<file path="config.mk">
export PLATFORM = sky130hd
export DESIGN_NAME = systolic_seq_ctrl_flat
export DESIGN_NICKNAME = d
export VERILOG_FILES = /design/src/rtl/systolic_seq_ctrl_if.sv /design/src/rtl/systolic_seq_ctrl.sv /design/src/flat_wrapper.sv
export SDC_FILE = /design/constraint.sdc
export NUM_CORES = 1
export LEC_CHECK = 0
export ABC_AREA = 1
export BUFFER_PORTS_ARGS = -buffer_cell sky130_fd_sc_hd__buf_2
export CAP_MARGIN = 20
export CORE_MARGIN = 5
export CORE_UTILIZATION = 35
export DETAILED_ROUTE_END_ITERATION = 10
export GPL_TIMING_DRIVEN = 0
export HOLD_SLACK_MARGIN = 0.08
export PLACE_DENSITY = 0.61
export SYNTH_ARGS = -nofsm -noshare
export SYNTH_HDL_FRONTEND = slang
export SYNTH_SLANG_ARGS = --single-unit
</file>
<file path="constraint.sdc">
create_clock -name clk -period 2.2 [get_ports clk]
set_clock_uncertainty 0.2 [all_clocks]
set_input_delay 0.44 -clock clk [delete_from_list [all_inputs] [get_ports clk]]
set_output_delay 0.44 -clock clk [all_outputs]
set_load 0.005 [all_outputs]
</file>
<file path="src/rtl/systolic_seq_ctrl_if.sv">
// systolic_seq_ctrl_if: command, buffer and array signals of the systolic sequencer
interface systolic_seq_ctrl_if #(parameter int AWIDTH = 7);
  logic start;
  logic [AWIDTH-1:0] num_rows;
  logic busy;
  logic done;
  logic in_rd;
  logic [AWIDTH-1:0] in_addr;
  logic [23:0] in_data;
  logic a_en;
  logic [7:0] a_in1, a_in2, a_in3;
  logic [15:0] o_1, o_2, o_3;
  logic out_we;
  logic [AWIDTH-1:0] out_addr;
  logic [47:0] out_data;
  modport master (
    output start, num_rows, in_data, o_1, o_2, o_3,
    input busy, done, in_rd, in_addr, a_en, a_in1, a_in2, a_in3, out_we, out_addr, out_data
  );
  modport slave (
    input start, num_rows, in_data, o_1, o_2, o_3,
    output busy, done, in_rd, in_addr, a_en, a_in1, a_in2, a_in3, out_we, out_addr, out_data
  );
endinterface

</file>
<file path="src/rtl/systolic_seq_ctrl.sv">
// systolic_seq_ctrl: streams N skewed vectors through a 3x3 systolic array and writes de-skewed results
module systolic_seq_ctrl #(
  parameter int AWIDTH = 7,
  parameter int LAT = 3
) (
  input logic clk,
  input logic rst,
  systolic_seq_ctrl_if.slave bus
);
  localparam int CW = AWIDTH + 2;
  typedef enum logic [1:0] {IDLE, FILL, RUN, DONE} state_t;
  state_t state, state_nx;
  logic [CW-1:0] cyc, n;
  logic rd_q, act, wr_nx;
  logic [7:0] b2, b3a, b3b;
  logic [15:0] o1a, o1b, o2a;
  assign act = state == FILL || state == RUN;
  assign bus.busy = state != IDLE;
  assign bus.done = state == DONE;
  assign bus.a_en = state == RUN;
  assign bus.in_rd = act && cyc <= n;
  assign bus.in_addr = bus.in_rd ? AWIDTH'(cyc - CW'(1)) : '0;
  // cyc counts cycles since start, so result i lands when cyc = i+LAT+6
  assign wr_nx = act && cyc >= CW'(LAT + 5) && cyc < n + CW'(LAT + 5);
  always_ff @(posedge clk)
    if (rst) state <= IDLE;
    else state <= state_nx;
  always_comb begin
    state_nx = state;
    unique case (state)
      IDLE: if (bus.start) state_nx = bus.num_rows == '0 ? DONE : FILL;
      FILL: if (cyc == CW'(2)) state_nx = RUN;
      RUN: if (cyc == n + CW'(LAT + 4)) state_nx = DONE;
      default: state_nx = IDLE;
    endcase
  end
  always_ff @(posedge clk) begin
    if (rst) begin
      cyc <= '0;
      n <= '0;
      rd_q <= 1'b0;
      b2 <= '0;
      b3a <= '0;
      b3b <= '0;
      o1a <= '0;
      o1b <= '0;
      o2a <= '0;
      bus.a_in1 <= '0;
      bus.a_in2 <= '0;
      bus.a_in3 <= '0;
      bus.out_we <= 1'b0;
      bus.out_addr <= '0;
      bus.out_data <= '0;
    end else begin
      cyc <= state == IDLE ? CW'(1) : cyc + CW'(1);
      if (state == IDLE && bus.start) n <= CW'(bus.num_rows);
      rd_q <= bus.in_rd;
      bus.a_in1 <= rd_q ? bus.in_data[7:0] : '0;
      b2 <= rd_q ? bus.in_data[15:8] : '0;
      bus.a_in2 <= b2;
      b3a <= rd_q ? bus.in_data[23:16] : '0;
      b3b <= b3a;
      bus.a_in3 <= b3b;
      o1a <= bus.o_1;
      o1b <= o1a;
      o2a <= bus.o_2;
      bus.out_we <= wr_nx;
      if (wr_nx) begin
        bus.out_addr <= AWIDTH'(cyc - CW'(LAT + 5));
        bus.out_data <= {bus.o_3, o2a, o1b};
      end
    end
  end
endmodule

</file>
<file path="src/flat_wrapper.sv">
// flat-port wrapper written by rule: the top's interface ports become plain ports
module systolic_seq_ctrl_flat 
#(
  parameter int AWIDTH = 7,
  parameter int LAT = 3
)
  (clk, rst, bus_start, bus_num_rows, bus_in_data, bus_o_1, bus_o_2, bus_o_3, bus_busy, bus_done, bus_in_rd, bus_in_addr, bus_a_en, bus_a_in1, bus_a_in2, bus_a_in3, bus_out_we, bus_out_addr, bus_out_data);
  systolic_seq_ctrl_if #(.AWIDTH(AWIDTH)) bus_i ();
  input logic clk;
  input logic rst;
  input wire logic [$bits(bus_i.start)-1:0] bus_start;
  input wire logic [$bits(bus_i.num_rows)-1:0] bus_num_rows;
  input wire logic [$bits(bus_i.in_data)-1:0] bus_in_data;
  input wire logic [$bits(bus_i.o_1)-1:0] bus_o_1;
  input wire logic [$bits(bus_i.o_2)-1:0] bus_o_2;
  input wire logic [$bits(bus_i.o_3)-1:0] bus_o_3;
  output wire logic [$bits(bus_i.busy)-1:0] bus_busy;
  output wire logic [$bits(bus_i.done)-1:0] bus_done;
  output wire logic [$bits(bus_i.in_rd)-1:0] bus_in_rd;
  output wire logic [$bits(bus_i.in_addr)-1:0] bus_in_addr;
  output wire logic [$bits(bus_i.a_en)-1:0] bus_a_en;
  output wire logic [$bits(bus_i.a_in1)-1:0] bus_a_in1;
  output wire logic [$bits(bus_i.a_in2)-1:0] bus_a_in2;
  output wire logic [$bits(bus_i.a_in3)-1:0] bus_a_in3;
  output wire logic [$bits(bus_i.out_we)-1:0] bus_out_we;
  output wire logic [$bits(bus_i.out_addr)-1:0] bus_out_addr;
  output wire logic [$bits(bus_i.out_data)-1:0] bus_out_data;
  assign bus_i.start = bus_start;
  assign bus_i.num_rows = bus_num_rows;
  assign bus_i.in_data = bus_in_data;
  assign bus_i.o_1 = bus_o_1;
  assign bus_i.o_2 = bus_o_2;
  assign bus_i.o_3 = bus_o_3;
  assign bus_busy = bus_i.busy;
  assign bus_done = bus_i.done;
  assign bus_in_rd = bus_i.in_rd;
  assign bus_in_addr = bus_i.in_addr;
  assign bus_a_en = bus_i.a_en;
  assign bus_a_in1 = bus_i.a_in1;
  assign bus_a_in2 = bus_i.a_in2;
  assign bus_a_in3 = bus_i.a_in3;
  assign bus_out_we = bus_i.out_we;
  assign bus_out_addr = bus_i.out_addr;
  assign bus_out_data = bus_i.out_data;
  systolic_seq_ctrl #(.AWIDTH(AWIDTH), .LAT(LAT)) u_core (.clk(clk), .rst(rst), .bus(bus_i));
endmodule
</file>
==> results.toml, run 1 <==
[yosys]
ys_types = 30
synth_top_area_cell = "dfxtp_1"
syn-num-nets = 1012
ys_seq_elements = 171
synthesis.area_um2 = 6700
synth_cells = 905
ys.warnings.count = 0
synthTopCellsByArea = "dfxtp_1, nor2_1, inv_1"
synth_top_area_share_pct = 51.1
yosysSeqAreaShare_pct = 51.1
synth.avg_cell_area_um2 = 7.40

[placed_design]
portBuffers = 172
dp_hpwl_um = 12100
placed_cells = 1311
gp_congestion = 0.901

[setup_path]
cp_cell_sequence = "inv_4 > ha_4 > nand2_4 > inv_4 > a221oi_4 > o21ai_2 > nand2_2 > nand3_4 > nor2_4 > buf_2"
cp-start-kind = "register"
cpMaxStageDelayCell = "dfxtp_2"
required_ns = 1.56
cp_common_cell = "inv_4"
path_class = "reg2out"
cp_data_arrival_time_ns = 2.11
crit_path_end_kind = "output pin"
cp_max_fo = 5
slowest_delay_ns = 0.36

[route]
route.detailed.drc = 0
ant_nets = 0
wire_per_inst_um = 13.1
vias = 6007
viasPerCell = 4.18
wl_um = 18800
drt-initial-drc-count = 210
first_pass_iters = 5

[power]
p_per_area_nw_per_um2 = 842
max-vdd-ir-drop_mv = 0.742
total_power_mw = 8.47
leakage_nw = 5.01

[floorplan]
fp.dieH_um = 148
placementRows = 50
ios = 173
design.core.area_um2 = 18800
initial_core_util_pct = 35.7
dieArea_um2 = 22000
die_x_um = 148

[final_layout]
syn_to_final_growth_pct = 50.0
post-route-util_pct = 53.5
drive_above_1_share_pct = 31.7
diodes = 0
layout.nets = 1297
layout.cells.non_filler = 1437

[sta]
setup_viol_count_final = 64
drv_slew = 0
whs_ns = 0.117
min_period_over_period_pct = 125
fin_crit_ns = 2.75
worst_slack_ns = -0.549
hold_violations = 0
slew_headroom_pct = 59.3
rsz0062_at_grt = "true"
tightest_slew_ns = 0.611
fmax_ghz = 0.364

[global_route]
overflow = 0
grt_max_degree = 19
grt_pass1_vias = 5900
grt_pass1_wl_um = 29200
grt.total_usage_pct = 16.6
antenna_found_initial = 0

[clocking]
cts_buffers = 17
htreeDepth = 4
clock-sinks = 171
cts_tree = "done"
clock_latency_ns = 0.42
clkSlewWorstSetupHoldPaths_ns = 0.07
root_buffer = "clkbuf_16"
clk_path_buf_depth = 2

[outcome]
status = "finished, violations left"
violations = "negative setup slack"

[job]
max_cap_violations = 0

[worst_hold_path]
hold_class = "in2reg"
cell usage after synthesis:
cell       instances
nor3b_1            3
o21bai_1           1
nor3_1             5
nand2_1          172
dfxtp_1          171
o21ai_0           10
buf_6             11
a211oi_1           1
xor2_1             7
ha_1              25
inv_1            179
o2111ai_2          1
nand3_1           18
clkbuf_1          16
nor2_1           231
a221oi_1           1
nand2_2            2
xnor2_1            2
clkinv_2           1
buf_8              1
buf_2              2
a21oi_1           19
buf_1              3
nor2_2            11
o2111ai_1          1
nor4_1             3
clkinv_1           1
inv_2              3
o21a_1             2
nand4_1            2
where the power goes:
part           switching, mW  total [mW]  internal [mW]
sequential             0.112        3.40           3.29
clock                   1.40        2.95           1.55
combinational           1.16        2.11          0.951
metal layers:
metal / share of wire [%] / routed length, um / vias to the layer above / track usage (%)
met3: 6.4 / 1200 / 25 / 4.84
met5: 0 / 0 / - / 0
met1: 43 / 7990 / 2615 / 20.0
met2: 49 / 9200 / 152 / 28.7
met4: 2.0 / 367 / 0 / 4.85
li1: - / - / 3215 / -
worst paths after layout:
check	startpoint	to	slack, ns	depth (start not counted)
worst min register to register	u_core.b3a[0]	u_core.b3b[0]	0.20	2
worst max-delay path	u_core.n[2]	bus_in_addr[0]	-0.55	10
worst max register to register	u_core.n[2]	u_core.bus.out_addr[6]	-0.47	18
worst min-delay path	bus_o_3[1]	u_core.bus.out_data[33]	0.12	5
layout make-up:
type                            instances  area (um^2)
Buffer                                 33          275
Multi-Input combinational cell        518         2820
Inverter                              184          706
Sequential cell                       171         3450
Clock inverter                         14          153
Clock buffer                           18          439
Fill cell                            1781         8720
Timing Repair Buffer                  265         1910
Tap cell                              234          293
cell families (layout without fill, tap and decap cells):
family / count (synthesis) / after routing / synth area share (%)
AND/OR/NAND/NOR: 447 / 448 / 26.3
flip-flops: 171 / 171 / 51.1
AO/OA/AOI/OAI: 36 / 36 / 3.10
adder cells (fa/ha/maj): 25 / 25 / 4.67
buffers and inverters: 217 / 514 / 13.6
XOR/XNOR: 9 / 9 / 1.18
through the flow:
stage                     setup WS (ns)  cell area [um^2]  setup TNS, ns
after detailed placement         -0.459              7890         -18.76
final                            -0.549             10000         -27.37
after floorplan                 0.00715              6730              0
after global routing             -0.616             10000         -35.15
after CTS                        -0.528              9580         -30.75
after global placement           -0.445              7890         -18.65
registers in the layout (all words and copies together), names as in the netlist, 7 cells and up:
| name | cells |
|---|---|
| u_core.bus.out_addr | 7 |
| u_core.bus.a_in1 | 8 |
| u_core.b2 | 8 |
| u_core.cyc | 9 |
| u_core.n | 7 |
| u_core.o1b | 16 |
| u_core.b3b | 8 |
| u_core.o1a | 16 |
| u_core.bus.out_data | 48 |
| u_core.bus.a_in2 | 8 |
| u_core.b3a | 8 |
| u_core.o2a | 16 |
| u_core.bus.a_in3 | 8 |
placed cells by master (no fill, tap or decap), types with 5 or more instances in the layout:
cell / n
a21oi_1: 16
nand2_4: 8
buf_8: 8
nand2_1: 136
clkbuf_1: 16
o21ai_0: 8
xor2_1: 7
nor2_1: 205
ha_4: 9
inv_1: 169
dfxtp_1: 159
nand3_1: 15
nand2_2: 30
buf_6: 11
buf_2: 173
ha_1: 15
clkbuf_16: 24
buf_4: 18
inv_4: 5
dlygate4sd3_1: 56
dfxtp_4: 6
nor2_4: 10
inv_2: 8
dfxtp_2: 6
nor2_2: 27
critical path: cells and delay by family, from the launching register on:
family | cells | cell delay [ns]
fa+ha+maj | 1 | 0.26
simple gates | 4 | 0.49
buf+inv | 3 | 0.21
flops | 1 | 0.36
compound gates | 2 | 0.37
what timing repair did:
item / in CTS / in global routing
buffers inserted: 20 / 9
resized for setup: 94 / 74
pin swaps: 17 / 36
hold endpoints to repair: 56 / 0
hold buffers: 56 / 0
setup endpoints to repair: 63 / 67
cloned: 5 / 7
Power figures use the tool's default switching activity.
==> run 2, diff against run 1 <==
--- a/config.mk
+++ b/config.mk
@@ -8,2 +8,3 @@
 export ABC_AREA = 1
+export ABC_CLOCK_PERIOD_IN_PS = 2200
 export BUFFER_PORTS_ARGS = -buffer_cell sky130_fd_sc_hd__buf_2
==> constraint.sdc (replaced) <==
create_clock -name clk -period 2.2 [get_ports clk]
set_clock_uncertainty 0.2 [all_clocks]
set_input_delay 0.22 -clock clk [delete_from_list [all_inputs] [get_ports clk]]
set_output_delay 0.22 -clock clk [all_outputs]
set_load 0.005 [all_outputs]
==> results.toml, run 2 (synthesis gave the netlist of run 1 again) <==
[sta]
min_period_over_period_pct = 113
setup_viol_count_final = 63
fin_crit_ns = 2.49
hold_violations = 0
drv_slew = 0
worst_slack_ns = -0.294
rsz0062_at_grt = "true"
tightest_slew_ns = 0.610
fmax_ghz = 0.401
slew_headroom_pct = 59.4

[final_layout]
drive_above_1_share_pct = 28.9
largest_register_ffs = 48
syn_to_final_growth_pct = 52.5
regMostFlops = "u_core.bus.out_data"
layout_commonest_cell = "nor2_1"
diodes = 0
mostFrequentLayoutCells = "nor2_1, buf_2, inv_1, dfxtp_1, nand2_1"
layout.nets = 1315
post-route-util_pct = 54.4
post-route-cell-area_um2 = 10200

[placed_design]
place_ws_ns = -0.377
dp_hpwl_um = 12100
gp_congestion = 0.896
portBuffers = 172
place_area_um2 = 7880

[setup_path]
path_class = "reg2reg"
slowest_delay_ns = 0.35
cp_max_fo = 5
crit_path_end_kind = "register"
required_ns = 2.31
cp-start-kind = "register"
cp_common_cell = "nor2_4"
cp_cell_sequence = "buf_6 > ha_4 > nand2_4 > nor2_4 > inv_2 > ha_4 > nand2_4 > nor2_4 > nand3_2 > o2111ai_4 > nor2_4 > buf_6 > clkbuf_16 > clkbuf_16 > nor2_2 > nor2_1"
cp_data_arrival_time_ns = 2.61
cpMaxStageDelayCell = "dfxtp_4"

[floorplan]
dieArea_um2 = 22000
initial_core_util_pct = 35.7
design.core.area_um2 = 18800
ios = 173
die_x_um = 148
placementRows = 50
fp.dieH_um = 148

[route]
wl_um = 18700
ant_nets = 0
wire_per_inst_um = 12.8
route.detailed.drc = 0
drt-initial-drc-count = 260
viasPerCell = 4.20
vias = 6109
first_pass_iters = 4

[global_route]
grt_pass1_wl_um = 29700
grt.total_usage_pct = 16.9
overflow = 0
grt_max_degree = 19
grt_pass1_vias = 6128
antenna_found_initial = 0

[power]
leakage_nw = 5.08
p_per_area_nw_per_um2 = 826
comb_power_share_pct = 23.9
intPower_mw = 5.81
pwr-share-clk_pct = 35.8
max-vdd-ir-drop_mv = 0.633
p_sw_mw = 2.63
p_sw_share_pct = 31.2
power_frac_seq_pct = 40.3

[worst_hold_path]
hold_class = "in2reg"

[clocking]
cts_buffers = 17
clkSlewWorstSetupHoldPaths_ns = 0.07
htreeDepth = 4
clk_path_buf_depth = 2
clock-sinks = 171
root_buffer = "clkbuf_16"
cts_tree = "done"
clock_latency_ns = 0.42

[outcome]
status = "finished, violations left"
violations = "negative setup slack"

[job]
max_cap_violations = 0
==> run 2: cell type report <==
| class | instances | area, um^2 |
|---|---|---|
| Clock inverter | 15 | 183 |
| Tap cell | 234 | 293 |
| Timing Repair Buffer | 284 | 2120 |
| Inverter | 184 | 698 |
| Sequential cell | 171 | 3450 |
| Multi-Input combinational cell | 518 | 2780 |
| Clock buffer | 17 | 425 |
| Fill cell | 1770 | 8550 |
| Buffer | 32 | 264 |
==> run 2: metrics by stage <==
stage,cells,hold WS [ns],TNS [ns],total power [mW]
after CTS,1451,0.110,-15.91,8.39
after detailed placement,1311,0.192,-18.34,4.84
after global routing,1455,0.154,-24.25,8.90
after global placement,1311,0.188,-17.27,4.82
final,1455,0.118,-15.83,8.44
after floorplan,905,0.127,0,4.34
==> run 2: worst paths after layout <==
| check | from | to | slack [ns] | cells after the start |
|---|---|---|---|---|
| setup / recovery | u_core.n[4] | u_core.bus.out_data[30] | -0.29 | 16 |
| hold / removal | rst | u_core.cyc[1] | 0.12 | 4 |
| setup reg to reg | u_core.n[4] | u_core.bus.out_data[30] | -0.29 | 16 |
| hold reg to reg | u_core.o1a[2] | u_core.o1b[2] | 0.20 | 2 |
==> run 2: critical path: cells and delay by family, from the launching register on <==
kind                       cells  cell delay (ns)
DFF                            1             0.35
adders and majority gates      2             0.41
AOI/OAI and AO/OA              1             0.12
and+or+nand+nor                8             0.67
buffers and inverters          5             0.61
==> run 2: routing by layer <==
| metal | share of wire [%] | track usage, % |
|---|---|---|
| met2 | 48 | 29.7 |
| met4 | 2.5 | 5.77 |
| met3 | 6.4 | 5.06 |
| met1 | 43 | 19.6 |
| met5 | 0 | 0 |
==> run 2: power by group through the flow <==
stage | clock, mW | combinational [mW] | sequential (mW)
after floorplan | 0 | 0.896 | 3.44
after global placement | 0 | 1.36 | 3.46
after detailed placement | 0 | 1.38 | 3.47
after CTS | 3.11 | 1.88 | 3.40
after global routing | 3.24 | 2.24 | 3.42
final | 3.02 | 2.01 | 3.40
==> run 2: what timing repair did <==
action | CTS | global route
gates cloned | 7 | 4
resized for setup | 101 | 42
pin swaps | 19 | 34
endpoints found under the hold margin | 81 | 0
hold buffers | 82 | 0
endpoints found under the setup margin | 64 | 63
buffers inserted | 20 | 3
